===== config.mk =====
export PLATFORM = sky130hd
export DESIGN_NAME = fetch_queue
export DESIGN_NICKNAME = d
export VERILOG_FILES = /design/src/rtl/fetch_queue.sv
export SDC_FILE = /design/constraint.sdc
export NUM_CORES = 1
export LEC_CHECK = 0
export ABC_AREA = 0
export CORE_UTILIZATION = 56
export CTS_BUF_LIST = sky130_fd_sc_hd__clkbuf_8
export DETAILED_ROUTE_END_ITERATION = 10
export GPL_ROUTABILITY_DRIVEN = 1
export PLACE_DENSITY = 0.8
export SYNTH_ARGS = -nofsm -noshare
export SYNTH_HDL_FRONTEND = slang
export SYNTH_SLANG_ARGS = --single-unit

===== constraint.sdc =====
create_clock -name clk -period 3.9 [get_ports clk]
set_input_delay 1.17 -clock clk [delete_from_list [all_inputs] [get_ports clk]]
set_output_delay 1.17 -clock clk [all_outputs]
set_load 0.005 [all_outputs]

===== src/rtl/fetch_queue.sv =====
// fetch_queue -- instruction fetch unit with a small in-order queue.
//
// Issues one instruction-memory request at a time from the current PC. Each
// accepted response is pushed into a DEPTH-entry circular queue as a
// {pc, instr} pair. The decode stage pops the head of the queue. A flush
// (redirect) empties the queue and discards any response that is still
// outstanding.
//
// Optional feature: define FETCH_QUEUE_PERF_EN to add the perf_fetched
// counter output.
//
// Ports:
//   clk          single clock, rising edge
//   reset        asynchronous, active-low
//   PC_Out       current fetch address from the PC register
//   PC_En        advance/load enable to the PC register
//   flush        redirect; the queue is cleared and the PC loads the target
//   imem_req     instruction-memory request (high while a request is outstanding)
//   imem_addr    request address, held stable until imem_ack
//   imem_ack     one-cycle response strobe
//   imem_rdata   instruction word, valid with imem_ack
//   if_valid     queue holds at least one entry
//   if_instr     head instruction (0 when empty)
//   if_pc        head PC (0 when empty)
//   id_ready     decode accepts the head entry
//   fq_count     current occupancy
//   perf_fetched (FETCH_QUEUE_PERF_EN only) count of non-discarded pushes
module fetch_queue #(
  parameter int DEPTH = 4
) (
  input  logic                   clk,
  input  logic                   reset,
  input  logic [31:0]            PC_Out,
  output logic                   PC_En,
  input  logic                   flush,
  output logic                   imem_req,
  output logic [31:0]            imem_addr,
  input  logic                   imem_ack,
  input  logic [31:0]            imem_rdata,
  output logic                   if_valid,
  output logic [31:0]            if_instr,
  output logic [31:0]            if_pc,
  input  logic                   id_ready,
  output logic [$clog2(DEPTH):0] fq_count
`ifdef FETCH_QUEUE_PERF_EN
  ,
  output logic [31:0]            perf_fetched
`endif
);

  localparam int PW = $clog2(DEPTH);
  localparam logic [PW:0] FULL = (PW+1)'(DEPTH);

  typedef enum logic [1:0] {IDLE, REQ, DRAIN} state_t;

  state_t        state, state_nxt;
  logic [31:0]   req_pc;
  logic          load_pc;
  logic          push;
  logic          pop;
  logic [PW-1:0] wr_ptr, rd_ptr;
  logic [31:0]   mem_pc    [DEPTH];
  logic [31:0]   mem_instr [DEPTH];

  // Next-state and push decode. Only one request is ever outstanding and a
  // new one is issued only when there is room, so a push cannot overflow.
  always_comb begin
    state_nxt = state;
    load_pc   = 1'b0;
    push      = 1'b0;
    case (state)
      IDLE: begin
        if (!flush && fq_count < FULL) begin
          state_nxt = REQ;
          load_pc   = 1'b1;
        end
      end
      REQ: begin
        if (flush) begin
          // A response in the flush cycle is simply dropped; otherwise the
          // request must still be drained before a new one can be issued.
          state_nxt = imem_ack ? IDLE : DRAIN;
        end else if (imem_ack) begin
          push      = 1'b1;
          state_nxt = IDLE;
        end
      end
      DRAIN: begin
        if (imem_ack) state_nxt = IDLE;
      end
      default: state_nxt = IDLE;
    endcase
  end

  // PC advances after each accepted fetch and loads the redirect target on
  // flush. Gated by reset so the PC register sees no enable while in reset.
  assign PC_En     = reset & (flush | push);
  assign imem_req  = (state != IDLE);
  assign imem_addr = req_pc;
  assign if_valid  = (fq_count != '0);
  assign pop       = if_valid & id_ready;
  assign if_pc     = if_valid ? mem_pc[rd_ptr]    : 32'h0;
  assign if_instr  = if_valid ? mem_instr[rd_ptr] : 32'h0;

  // Control state. Flush wins over any same-cycle push or pop.
  always_ff @(posedge clk or negedge reset) begin
    if (!reset) begin
      state    <= IDLE;
      req_pc   <= 32'h0;
      wr_ptr   <= '0;
      rd_ptr   <= '0;
      fq_count <= '0;
    end else begin
      state <= state_nxt;
      if (load_pc) req_pc <= PC_Out;
      if (flush) begin
        wr_ptr   <= '0;
        rd_ptr   <= '0;
        fq_count <= '0;
      end else begin
        // DEPTH is a power of two, so pointer wrap is the natural overflow.
        if (push) wr_ptr <= wr_ptr + 1'b1;
        if (pop)  rd_ptr <= rd_ptr + 1'b1;
        if (push && !pop)      fq_count <= fq_count + 1'b1;
        else if (pop && !push) fq_count <= fq_count - 1'b1;
      end
    end
  end

  // Queue storage carries no reset; the outputs are masked while empty.
  always_ff @(posedge clk) begin
    if (push) begin
      mem_pc[wr_ptr]    <= req_pc;
      mem_instr[wr_ptr] <= imem_rdata;
    end
  end

`ifdef FETCH_QUEUE_PERF_EN
  always_ff @(posedge clk or negedge reset) begin
    if (!reset)    perf_fetched <= 32'h0;
    else if (push) perf_fetched <= perf_fetched + 32'd1;
  end
`endif

endmodule


==> flow_summary.toml <==
[logic_synthesis]
synth_cell_types = 34
ys_warn_count = 0
yosysMostFrequentCell = "edfxtp_1"
synth_area_um2 = 11450
synth_top_area_share = 0.6715
synth-seq-cells = 297
synthTopCellsByArea = "edfxtp_1, mux4_2, dfrtp_1"
synth-async-reset-ratio = 0.1380
ys_seq_area_frac = 0.7611
synth_edf_count = 256
synthFlopType = "edfxtp_1"
synthCells = 532
yosys.area.top_type = "edfxtp_1"
synth_fp_nets = 606
netlist_top_cells_count = "edfxtp_1, and2_1, mux4_2"
avgSynthCellArea_um2 = 21.52

[clocking]
cts_num_sinks = 297
cts_root_buffer = "clkbuf_8"
htree_num_levels = 2
cts_tree = "built"
cts_resized = 0
holdBufCountCts = 0
cts_buffers = 44
clk_pin_slew_ns = 0.06
cts_setup_buffers = 0
clk_latency_ns = 0.54
cts.path.max_buffers = 3

[timing]
skew_ns = 0.01380
tightest_slew_ns = 0.6189
rsz0062_at_grt = "no"
drv_slew = 0
finalSetupTns_ns = 0
fin_ws_ns = 0.1415
finalSetupViolCount = 0
finalCriticalPeriod_ns = 3.758
final_hold_viol_count = 0
maxSlewHeadroom = 0.5842
timing.hold.ws_ns = 0.5438
fmax_mhz = 266.1
period_share = 0.9637

[route]
post_drt_wl_per_cell_um = 20.80
drtIter0Drc = 334
vias_per_cell = 5.485
wirelength_um = 21630
drtAntennaViolNets = 0
firstDrtPassIters = 4
via_count = 5704
drc = 0

[final_layout]
fillCellCount = 1148
utilization = 0.7324
final_layout_size_suffix_gt1_frac = 0.2374
num-nets-final = 813
fin_cells = 1040
stdcell_area_um2 = 14490
antenna_cells = 0
syn_to_final_growth_pct = 26.56

[placement]
gp_congestion = 0.6910
preCtsSetupSlack_ns = 0.1258
place_inst = 958
place_hpwl_um = 13570
portBuffers = 170
placed_area_um2 = 13620

[min_path]
holdCritStartpoint = "imem_addr[23]"
min_path_type = "flip-flop to flip-flop"
whs_path_depth = 0

[floorplan]
coreArea_um2 = 19780
num_rows = 51
floorplan.initialDensity = 0.5787
io-pin-count = 171
die_height_um = 145.0
die_w_um = 145.0
die_area_um2 = 21020

[global_routing]
grt_pass1_wl_um = 33870
track_usage = 0.2134
grt.overflow.total = 0
grt_pass1_vias = 6083
grt_start_max_net_pins = 42
antenna_found_initial = 1

[pwr]
finalPower_mw = 9.407
power_density_nw_per_um2 = 649.3
p_leak_nw = 4.850
irDropWorstVdd_v = 0.0004611

[setup_path]
critPathLaunch = "imem_ack"
worstSetupStartpointType = "input port"
rr_worst_depth = 8
crit_path_end_kind = "primary output"
cp_data_required_time_ns = 2.73
critPathMaxFanout = 5
path_class = "input port to primary output"
timing.rr.start = "state[0]"
timing.critical_path.arrival_ns = 2.59

[run_status]
status = "finished, final reports clean"

[flow_run]
drv_cap = 0
[layout by cell type (no fill, tap or decap), drive strengths merged, types with 2 or more instances in the layout]
master and count:
clkdlybuf4s50 169, mux4 64, edfxtp 256, mux2 33, ha 4, and2 69
clkbuf 52, xnor2 4, inv 23, dfrtp 41, nor3 2, xor2 2
clkinv 10, nand2 2, nor2 7, buf 18
[layer usage]
metal / track usage / vias to the layer above / routed length [um]
li1: - / 2554 / -
met1: 0.2762 / 2887 / 8641
met2: 0.3522 / 226 / 10930
met3: 0.06101 / 35 / 1688
met4: 0.06596 / 2 / 357
met5: 0 / - / 13
[worst max-delay path, stage by stage]
cell and delay [ns]:
clkdlybuf4s50_1 0.57, and3b_1 0.21, o21a_1 0.13, clkdlybuf4s50_1 0.50
[logic make-up after synthesis]
| logic type | synth area share |
|---|---|
| buf+inv | 0.01607 |
| compound gates | 0.005574 |
| simple gates | 0.04732 |
| mux | 0.1592 |
| flops | 0.7611 |
| xor+xnor | 0.004590 |
| fa+ha+maj | 0.006120 |
[path summary, 6_finish.rpt]
check | to | slack [ns]
hold reg to reg | mem_pc[0][23] | 0.54
hold / removal | mem_pc[0][23] | 0.54
max in group asynchronous | rd_ptr[1] | 2.65
setup reg to reg | fq_count[2] | 1.72
min in group asynchronous | imem_addr[4] | 0.82
setup / recovery | PC_En | 0.14
[where the power goes]
group          internal, mW  leakage, nW  switching, mW
clock network          1.28        0.511           1.10
registers              3.92         2.80          0.356
logic                  1.74         1.54           1.01
total                  6.94         4.85           2.46
[sequential cells by signal, indices dropped and copies added (netlist names)]
| name | count |
|---|---|
| mem_instr | 128 |
| imem_addr | 32 |
| rd_ptr | 2 |
| mem_pc | 128 |
| wr_ptr | 2 |
| state | 2 |
| fq_count | 3 |
[final cells by class]
cell class | instances | area, um^2 | share of cell area
Tap cell | 265 | 331.6 | 0.02288
Sequential cell | 297 | 8721 | 0.6019
Timing Repair Buffer | 187 | 1987 | 0.1371
Clock inverter | 30 | 153.9 | 0.01062
Multi-Input combinational cell | 204 | 2561 | 0.1768
Inverter | 5 | 18.77 | 0.001295
Clock buffer | 52 | 715.7 | 0.04940
(Power assumes the default switching activity.)
